`src/rtl/lightboard_pkg.sv`:
```
// Shared canvas constants, coordinate types and rasterizer state encoding.
package lightboard_pkg;

   localparam int unsigned CANVAS_W = 1280;
   localparam int unsigned CANVAS_H = 720;

   typedef logic [10:0] x_t;
   typedef logic [9:0]  y_t;

   // Line arithmetic: dx, dy, err and e2 fit in 13 signed bits for the canvas size.
   typedef logic signed [12:0] sval_t;
   typedef logic [10:0]        rem_t;

   typedef enum logic [1:0] {
      StIdle,
      StSetup,
      StStep,
      StEmit
   } ras_state_t;

   function automatic sval_t abs13(input sval_t v);
      return v[12] ? -v : v;
   endfunction

endpackage

```
`src/rtl/stroke_rasterizer_if.sv`:
```
// Point input stream and pixel output stream of the stroke rasterizer.
interface stroke_rasterizer_if;
   import lightboard_pkg::*;

   x_t   x_in;
   y_t   y_in;
   logic valid_in;
   logic pen_down_in;
   logic ready_out;
   x_t   pixel_x_out;
   y_t   pixel_y_out;
   logic pixel_valid_out;
   logic pixel_ready_in;
   logic busy_out;

   // Master drives points and accepts pixels.
   modport master (
      output x_in, y_in, valid_in, pen_down_in, pixel_ready_in,
      input  ready_out, pixel_x_out, pixel_y_out, pixel_valid_out, busy_out
   );

   // Slave is the rasterizer itself.
   modport slave (
      input  x_in, y_in, valid_in, pen_down_in, pixel_ready_in,
      output ready_out, pixel_x_out, pixel_y_out, pixel_valid_out, busy_out
   );

endinterface

```
`src/rtl/bresenham_step.sv`:
```
// One Bresenham iteration: advances the current point and error term.
module bresenham_step
   import lightboard_pkg::*;
(
   input  x_t    cur_x_i,
   input  y_t    cur_y_i,
   input  sval_t err_i,
   input  sval_t dx_i,
   input  sval_t dy_i,
   input  logic  sx_neg_i,
   input  logic  sy_neg_i,
   output x_t    next_x_o,
   output y_t    next_y_o,
   output sval_t next_err_o
);

   sval_t e2;
   sval_t err_acc;

   assign e2 = err_i <<< 1;

   // Both axis decisions use the same e2, so a diagonal move updates err twice.
   always_comb begin
      err_acc  = err_i;
      next_x_o = cur_x_i;
      next_y_o = cur_y_i;
      if (e2 >= dy_i) begin
         err_acc  = err_acc + dy_i;
         next_x_o = sx_neg_i ? cur_x_i - x_t'(1) : cur_x_i + x_t'(1);
      end
      if (e2 <= dx_i) begin
         err_acc  = err_acc + dx_i;
         next_y_o = sy_neg_i ? cur_y_i - y_t'(1) : cur_y_i + y_t'(1);
      end
      next_err_o = err_acc;
   end

endmodule

```
`src/rtl/stroke_rasterizer.sv`:
```
// Turns successive centroid points into a stream of pixels joining them.
module stroke_rasterizer
   import lightboard_pkg::*;
#(
   parameter int unsigned WIDTH  = CANVAS_W,
   parameter int unsigned HEIGHT = CANVAS_H
) (
   input logic                clk_in,
   input logic                rst_in,
   stroke_rasterizer_if.slave bus
);

   localparam x_t X_MAX = x_t'(WIDTH - 1);
   localparam y_t Y_MAX = y_t'(HEIGHT - 1);

   ras_state_t state_q;
   logic       has_prev_q;
   x_t         prev_x_q, new_x_q, cur_x_q;
   y_t         prev_y_q, new_y_q, cur_y_q;
   sval_t      err_q, dx_q, dy_q;
   logic       sx_neg_q, sy_neg_q;
   rem_t       remaining_q;
   logic       pixel_valid_q, ready_q, busy_q;

   x_t    x_clamp;
   y_t    y_clamp;
   sval_t x_diff, y_diff, abs_dx, abs_dy;
   rem_t  steps;
   x_t    step_x;
   y_t    step_y;
   sval_t step_err;

   // Clamp incoming points onto the canvas.
   always_comb begin
      x_clamp = (32'(bus.x_in) >= WIDTH)  ? X_MAX : bus.x_in;
      y_clamp = (32'(bus.y_in) >= HEIGHT) ? Y_MAX : bus.y_in;
   end

   // Line setup terms from prev to new; the step count is the major-axis length.
   always_comb begin
      x_diff = sval_t'({2'b00, new_x_q}) - sval_t'({2'b00, prev_x_q});
      y_diff = sval_t'({3'b000, new_y_q}) - sval_t'({3'b000, prev_y_q});
      abs_dx = abs13(x_diff);
      abs_dy = abs13(y_diff);
      steps  = (abs_dx >= abs_dy) ? rem_t'(abs_dx) : rem_t'(abs_dy);
   end

   bresenham_step u_step (
      .cur_x_i    (cur_x_q),
      .cur_y_i    (cur_y_q),
      .err_i      (err_q),
      .dx_i       (dx_q),
      .dy_i       (dy_q),
      .sx_neg_i   (sx_neg_q),
      .sy_neg_i   (sy_neg_q),
      .next_x_o   (step_x),
      .next_y_o   (step_y),
      .next_err_o (step_err)
   );

   // Rasterizer FSM with registered handshake outputs.
   always_ff @(posedge clk_in) begin
      if (rst_in) begin
         state_q       <= StIdle;
         has_prev_q    <= 1'b0;
         prev_x_q      <= '0;
         prev_y_q      <= '0;
         new_x_q       <= '0;
         new_y_q       <= '0;
         cur_x_q       <= '0;
         cur_y_q       <= '0;
         err_q         <= '0;
         dx_q          <= '0;
         dy_q          <= '0;
         sx_neg_q      <= 1'b0;
         sy_neg_q      <= 1'b0;
         remaining_q   <= '0;
         pixel_valid_q <= 1'b0;
         ready_q       <= 1'b1;
         busy_q        <= 1'b0;
      end else begin
         unique case (state_q)
            StIdle: begin
               if (bus.valid_in) begin
                  if (bus.pen_down_in) begin
                     new_x_q <= x_clamp;
                     new_y_q <= y_clamp;
                     state_q <= StSetup;
                     ready_q <= 1'b0;
                     busy_q  <= 1'b1;
                  end else begin
                     // Pen lifted: the next stroke must not connect to this one.
                     has_prev_q <= 1'b0;
                  end
               end
            end
            StSetup: begin
               prev_x_q   <= new_x_q;
               prev_y_q   <= new_y_q;
               has_prev_q <= 1'b1;
               if (!has_prev_q) begin
                  cur_x_q       <= new_x_q;
                  cur_y_q       <= new_y_q;
                  remaining_q   <= '0;
                  pixel_valid_q <= 1'b1;
                  state_q       <= StEmit;
               end else if (new_x_q == prev_x_q && new_y_q == prev_y_q) begin
                  state_q <= StIdle;
                  ready_q <= 1'b1;
                  busy_q  <= 1'b0;
               end else begin
                  // Start point is skipped; the previous line already drew it.
                  cur_x_q     <= prev_x_q;
                  cur_y_q     <= prev_y_q;
                  dx_q        <= abs_dx;
                  dy_q        <= -abs_dy;
                  sx_neg_q    <= x_diff[12];
                  sy_neg_q    <= y_diff[12];
                  err_q       <= abs_dx - abs_dy;
                  remaining_q <= steps;
                  state_q     <= StStep;
               end
            end
            StStep: begin
               cur_x_q       <= step_x;
               cur_y_q       <= step_y;
               err_q         <= step_err;
               remaining_q   <= remaining_q - rem_t'(1);
               pixel_valid_q <= 1'b1;
               state_q       <= StEmit;
            end
            StEmit: begin
               if (bus.pixel_ready_in) begin
                  pixel_valid_q <= 1'b0;
                  if (remaining_q == '0) begin
                     state_q <= StIdle;
                     ready_q <= 1'b1;
                     busy_q  <= 1'b0;
                  end else begin
                     state_q <= StStep;
                  end
               end
            end
            default: state_q <= StIdle;
         endcase
      end
   end

   assign bus.ready_out       = ready_q;
   assign bus.busy_out        = busy_q;
   assign bus.pixel_valid_out = pixel_valid_q;
   assign bus.pixel_x_out     = cur_x_q;
   assign bus.pixel_y_out     = cur_y_q;

endmodule

```
`src/flat_wrapper.sv`:
```
// flat-port wrapper written by rule: the top's interface ports become plain ports
module stroke_rasterizer_flat import lightboard_pkg::*;
#(
   parameter int unsigned WIDTH  = CANVAS_W,
   parameter int unsigned HEIGHT = CANVAS_H
)
  (clk_in, rst_in, bus_x_in, bus_y_in, bus_valid_in, bus_pen_down_in, bus_pixel_ready_in, bus_ready_out, bus_pixel_x_out, bus_pixel_y_out, bus_pixel_valid_out, bus_busy_out);
  stroke_rasterizer_if bus_i ();
  input logic clk_in;
  input logic rst_in;
  input wire logic [$bits(bus_i.x_in)-1:0] bus_x_in;
  input wire logic [$bits(bus_i.y_in)-1:0] bus_y_in;
  input wire logic [$bits(bus_i.valid_in)-1:0] bus_valid_in;
  input wire logic [$bits(bus_i.pen_down_in)-1:0] bus_pen_down_in;
  input wire logic [$bits(bus_i.pixel_ready_in)-1:0] bus_pixel_ready_in;
  output wire logic [$bits(bus_i.ready_out)-1:0] bus_ready_out;
  output wire logic [$bits(bus_i.pixel_x_out)-1:0] bus_pixel_x_out;
  output wire logic [$bits(bus_i.pixel_y_out)-1:0] bus_pixel_y_out;
  output wire logic [$bits(bus_i.pixel_valid_out)-1:0] bus_pixel_valid_out;
  output wire logic [$bits(bus_i.busy_out)-1:0] bus_busy_out;
  assign bus_i.x_in = bus_x_in;
  assign bus_i.y_in = bus_y_in;
  assign bus_i.valid_in = bus_valid_in;
  assign bus_i.pen_down_in = bus_pen_down_in;
  assign bus_i.pixel_ready_in = bus_pixel_ready_in;
  assign bus_ready_out = bus_i.ready_out;
  assign bus_pixel_x_out = bus_i.pixel_x_out;
  assign bus_pixel_y_out = bus_i.pixel_y_out;
  assign bus_pixel_valid_out = bus_i.pixel_valid_out;
  assign bus_busy_out = bus_i.busy_out;
  stroke_rasterizer #(.WIDTH(WIDTH), .HEIGHT(HEIGHT)) u_core (.clk_in(clk_in), .rst_in(rst_in), .bus(bus_i));
endmodule
```
`config.mk`:
```
export PLATFORM = sky130hd
export DESIGN_NAME = stroke_rasterizer_flat
export DESIGN_NICKNAME = d
export VERILOG_FILES = /design/src/rtl/lightboard_pkg.sv /design/src/rtl/stroke_rasterizer_if.sv /design/src/rtl/bresenham_step.sv /design/src/rtl/stroke_rasterizer.sv /design/src/flat_wrapper.sv
export SDC_FILE = /design/constraint.sdc
export NUM_CORES = 1
export LEC_CHECK = 0
export CAP_MARGIN = 20
export CORE_ASPECT_RATIO = 1.5
export CORE_MARGIN = 1.5
export CORE_UTILIZATION = 56
export DETAILED_ROUTE_END_ITERATION = 16
export PLACE_DENSITY_LB_ADDON = 0.2
export SLEW_MARGIN = 20
export SYNTH_ARGS = -nofsm -noshare
export SYNTH_HDL_FRONTEND = slang
export SYNTH_SLANG_ARGS = --single-unit
```
`constraint.sdc`:
```
create_clock -name clk_in -period 7.8 [get_ports clk_in]
set_clock_uncertainty 0.05 [all_clocks]
set_input_delay 0.78 -clock clk_in [delete_from_list [all_inputs] [get_ports clk_in]]
set_output_delay 0.78 -clock clk_in [all_outputs]
set_load 0.01 [all_outputs]
```
==> reports/results.txt <==
Simple-gate portion of the synthesized area - 18.1%
Number of synthesized flops with an enable pin - 0
Period Utilization, post-route - 69.6%
End point of the critical path - u_core.remaining_q[1]
Post-Synthesis Cells - 1297
Core Region - 0.0179 mm^2
Pre-CTS WS - 2.50 ns
Initial antenna violation count - 0
Worst slew pin tran - 0.971 ns
Num CTS Buffers - 17
Synth Warn # - 0
Post-place instance area - 0.0108 mm^2
Initial Utilization - 56.8%
N_diodes - 0
Startpoint types - flop
Reg2Reg Setup Slack - 2.37 ns
H-tree levels - 4
Clock sink total - 120
IO Pins - 50
Hold/Removal Path Class - flop to flop
Worst Setup SP - u_core.new_y_q[0]
Vias per inst - 6.12
Hold Vio Cnt, Final - 0
Via Count - 9496
CP max FO - 14
DP Wirelength - 20.1 mm
Port bufs - 49
Detailed Routing Iterations Pass 1 - 8
Worst-path clk slew - 0.06 ns
Worst EP required - 8.09 ns
Int Pwr - 2770 uW
Gpl congestion - 0.958
Row cnt - 60
Leakage power - 0.00464 uW
Synthesis-stage register bit count - 120
Proportion of layout cells with a drive suffix above 1 - 6.22%
Switching power - 2660 uW
Min Clock Period, post-route - 5.43 ns
CTS tree - done
Max Root-Sink Buffers - 2
Worst Setup Slack, final - 2.37 ns
Final setup violating endpoints - 0
CTS Hold Bufs - 0
Largest net degree at the start of global routing - 56
Max Clk Rate - 184 MHz
Status - finished, final reports clean
Final Power - 5430 uW
R2r startpoint - u_core.new_y_q[0]
Reg2reg end - u_core.remaining_q[1]
Maximum vdd drop - 0.274 mV
Fin area - 0.0114 mm^2
Largest family of logic cells by synthesized area - compound AO/OA/AOI/OAI gates
Unique masters post-synth - 73
Mean Syn Cell Area - 7.82 um^2
Chip height - 168 um
Worst skew pair latency - 0.43 ns
Pwr Density - 475 mW/mm^2
Drt total wl - 27.4 mm
Max_slew headroom - 35.3%
Root buffer cell - clkbuf_16
Unrepaired setup endpoints after global routing - no
Synth Flop Type - dfxtp_1
Sequential share of power - 14.9%
Layout area overhead - 12.7%
Remaining antenna violation count - 0
Synth Area in Adders - 14.3%
Reg2Reg Depth - 20
Worst setup EP type - flop
First-pass GRT wire length - 45.3 mm
Postcts setup bufs - 0
Util after Layout - 64.0%
DR WL/cell - 17.6 um
Switching share of power - 49.0%
Post-synthesis sequential area ratio - 23.7%
Setup TNS Final - 0 ns
Crit path kind - flop to flop
Congestion Overflow GR - 0
Nets - 1460
CP Data Arrival Time - 5.72 ns
Vias in the first global route - 9447
Post-CTS sizing - 0
Total of max-cap violations - 0
Synth Area in XOR/XNOR - 6.48%
Synth async-reset ratio - 0%
Die X - 113 um
Clk pwr share - 16.1%
Syn Std Cell Area - 0.0101 mm^2
Drc violations - 0
Pins Over Slew Limit - 0
Total GRT Usage - 29.6%
Mux share of post-synthesis cell area - 5.25%
Initial DRC count - 518
Logic pwr share - 69.0%
Die area - 0.0189 mm^2
Post-synthesis compound-gate area fraction - 26.3%
[worst max-delay path: stages (launching register included)]
cell       delay (ns)
dfxtp_1          0.31
inv_1            0.11
ha_1             0.18
inv_1            0.05
fa_1             0.45
a21o_1           0.25
a21oi_4          0.26
o311ai_4         0.14
a21oi_1          0.77
o31ai_2          0.17
xor2_1           0.41
inv_1            0.15
ha_1             0.28
a21o_1           0.16
a2111oi_0        0.45
o21ai_0          0.22
o21bai_1         0.17
buf_4            0.23
mux2i_1          0.20
a21oi_1          0.09
a211oi_1         0.23
[power by group through the flow]
stage	sequential (uW)	clock, uW	combinational [uW]
CTS	806	883	3720
global placement	815	0	3640
global route	822	908	4170
finish	807	877	3750
detailed placement	819	0	3690
floorplan	809	0	2810
[registers in the layout (all words and copies together) (netlist names), 2 cells and up]
| register | cells |
|---|---|
| u_core.new_y_q | 10 |
| u_core.prev_y_q | 10 |
| u_core.remaining_q | 11 |
| u_core.dx_q | 13 |
| u_core.bus.pixel_y_out | 10 |
| u_core.err_q | 12 |
| u_core.new_x_q | 11 |
| u_core.prev_x_q | 11 |
| u_core.bus.pixel_x_out | 11 |
| u_core.dy_q | 13 |
| u_core.state_q | 2 |
[synth_stat cells, types with 4 or more instances]
cell	instances	area (um^2)
buf_1	5	18.8
nand3b_1	8	60.1
dfxtp_1	120	2400
fa_1	7	140
o211a_1	7	70.1
or2_2	5	31.3
nand3_1	32	160
mux2i_1	42	420
nor3b_1	6	45.0
ha_1	105	1310
o21bai_1	12	90.1
o21ai_0	73	365
o211ai_1	18	135
nand4_1	5	31.3
a21boi_0	8	60.1
nand2_1	86	323
o31ai_1	6	45.0
or3_1	9	56.3
o21a_1	20	150
a31oi_1	19	119
and3_1	7	43.8
nor4_1	7	43.8
buf_2	5	25.0
xnor2_1	48	420
o221a_2	8	90.1
and2_1	6	37.5
xor2_1	22	193
inv_1	97	364
nor3_1	37	185
a22oi_1	4	30.0
nor2b_1	24	150
nand2b_1	7	43.8
nor2_1	146	548
a21o_1	29	218
a211oi_1	49	368
clkbuf_1	46	173
a21oi_1	98	490
o41ai_1	4	35.0
mux2_2	10	113
[layout by cell type, fill, tap and decap left out, drive strengths merged, types with 12 or more instances in the layout]
cell type | Yosys | final
a211oi | 49 | 49
a21o | 29 | 29
a21oi | 99 | 99
a31oi | 19 | 19
buf | 11 | 14
clkbuf | 46 | 19
clkdlybuf4s50 | 0 | 48
dfxtp | 120 | 120
ha | 105 | 105
inv | 97 | 99
mux2i | 42 | 42
nand2 | 86 | 86
nand3 | 32 | 32
nor2 | 146 | 146
nor2b | 25 | 25
nor3 | 38 | 38
o211ai | 18 | 18
o21a | 20 | 20
o21ai | 75 | 75
o21bai | 12 | 12
xnor2 | 50 | 50
xor2 | 22 | 22
[cell families (layout without fill, tap and decap cells)]
kind of cell / Yosys count / count (layout)
AND/OR/NAND/NOR: 392 / 392
adder cells (fa/ha/maj): 112 / 112
other: 2 / 3
multiplexers: 52 / 52
XOR/XNOR: 72 / 72
AO/OA/AOI/OAI: 393 / 393
buffers and inverters: 154 / 191
flip-flops: 120 / 120
[through the flow]
step | hold WS [ns] | instances
global route | 0.448 | 1552
floorplan | 0.380 | 1298
finish | 0.428 | 1552
detailed placement | 0.423 | 1520
CTS | 0.431 | 1552
global placement | 0.411 | 1520
[metal layers]
layer / wire [um] / up-vias / GRT usage, %
li1: - / 4715 / -
met1: 11000 / 4462 / 32.9
met4: 1300 / 0 / 16.1
met2: 13900 / 246 / 54.0
met3: 1110 / 73 / 4.25
met5: 0 / - / 0
[worst min path at each step]
stage                                    from                        end  slack (ns)  cells past startpoint
detailed placement  u_core.bus.pixel_x_out[9]  u_core.bus.pixel_x_out[9]        0.42                      2
global route                   u_core.dx_q[2]             u_core.dx_q[2]        0.45                      2
CTS                 u_core.bus.pixel_x_out[8]  u_core.bus.pixel_x_out[8]        0.43                      2
finish                        u_core.dx_q[12]            u_core.dx_q[12]        0.43                      2
floorplan                     u_core.dx_q[12]            u_core.dx_q[12]        0.38                      2
global placement              u_core.dx_q[12]            u_core.dx_q[12]        0.41                      2
[area by class of cell]
class | instances | area (um^2)
Tap cell | 217 | 272
Sequential cell | 120 | 2400
Timing Repair Buffer | 62 | 586
Fill cell | 1623 | 6430
Clock buffer | 19 | 453
Multi-Input combinational cell | 1024 | 7160
Clock inverter | 13 | 194
Inverter | 97 | 364
(Power assumes the default switching activity.)
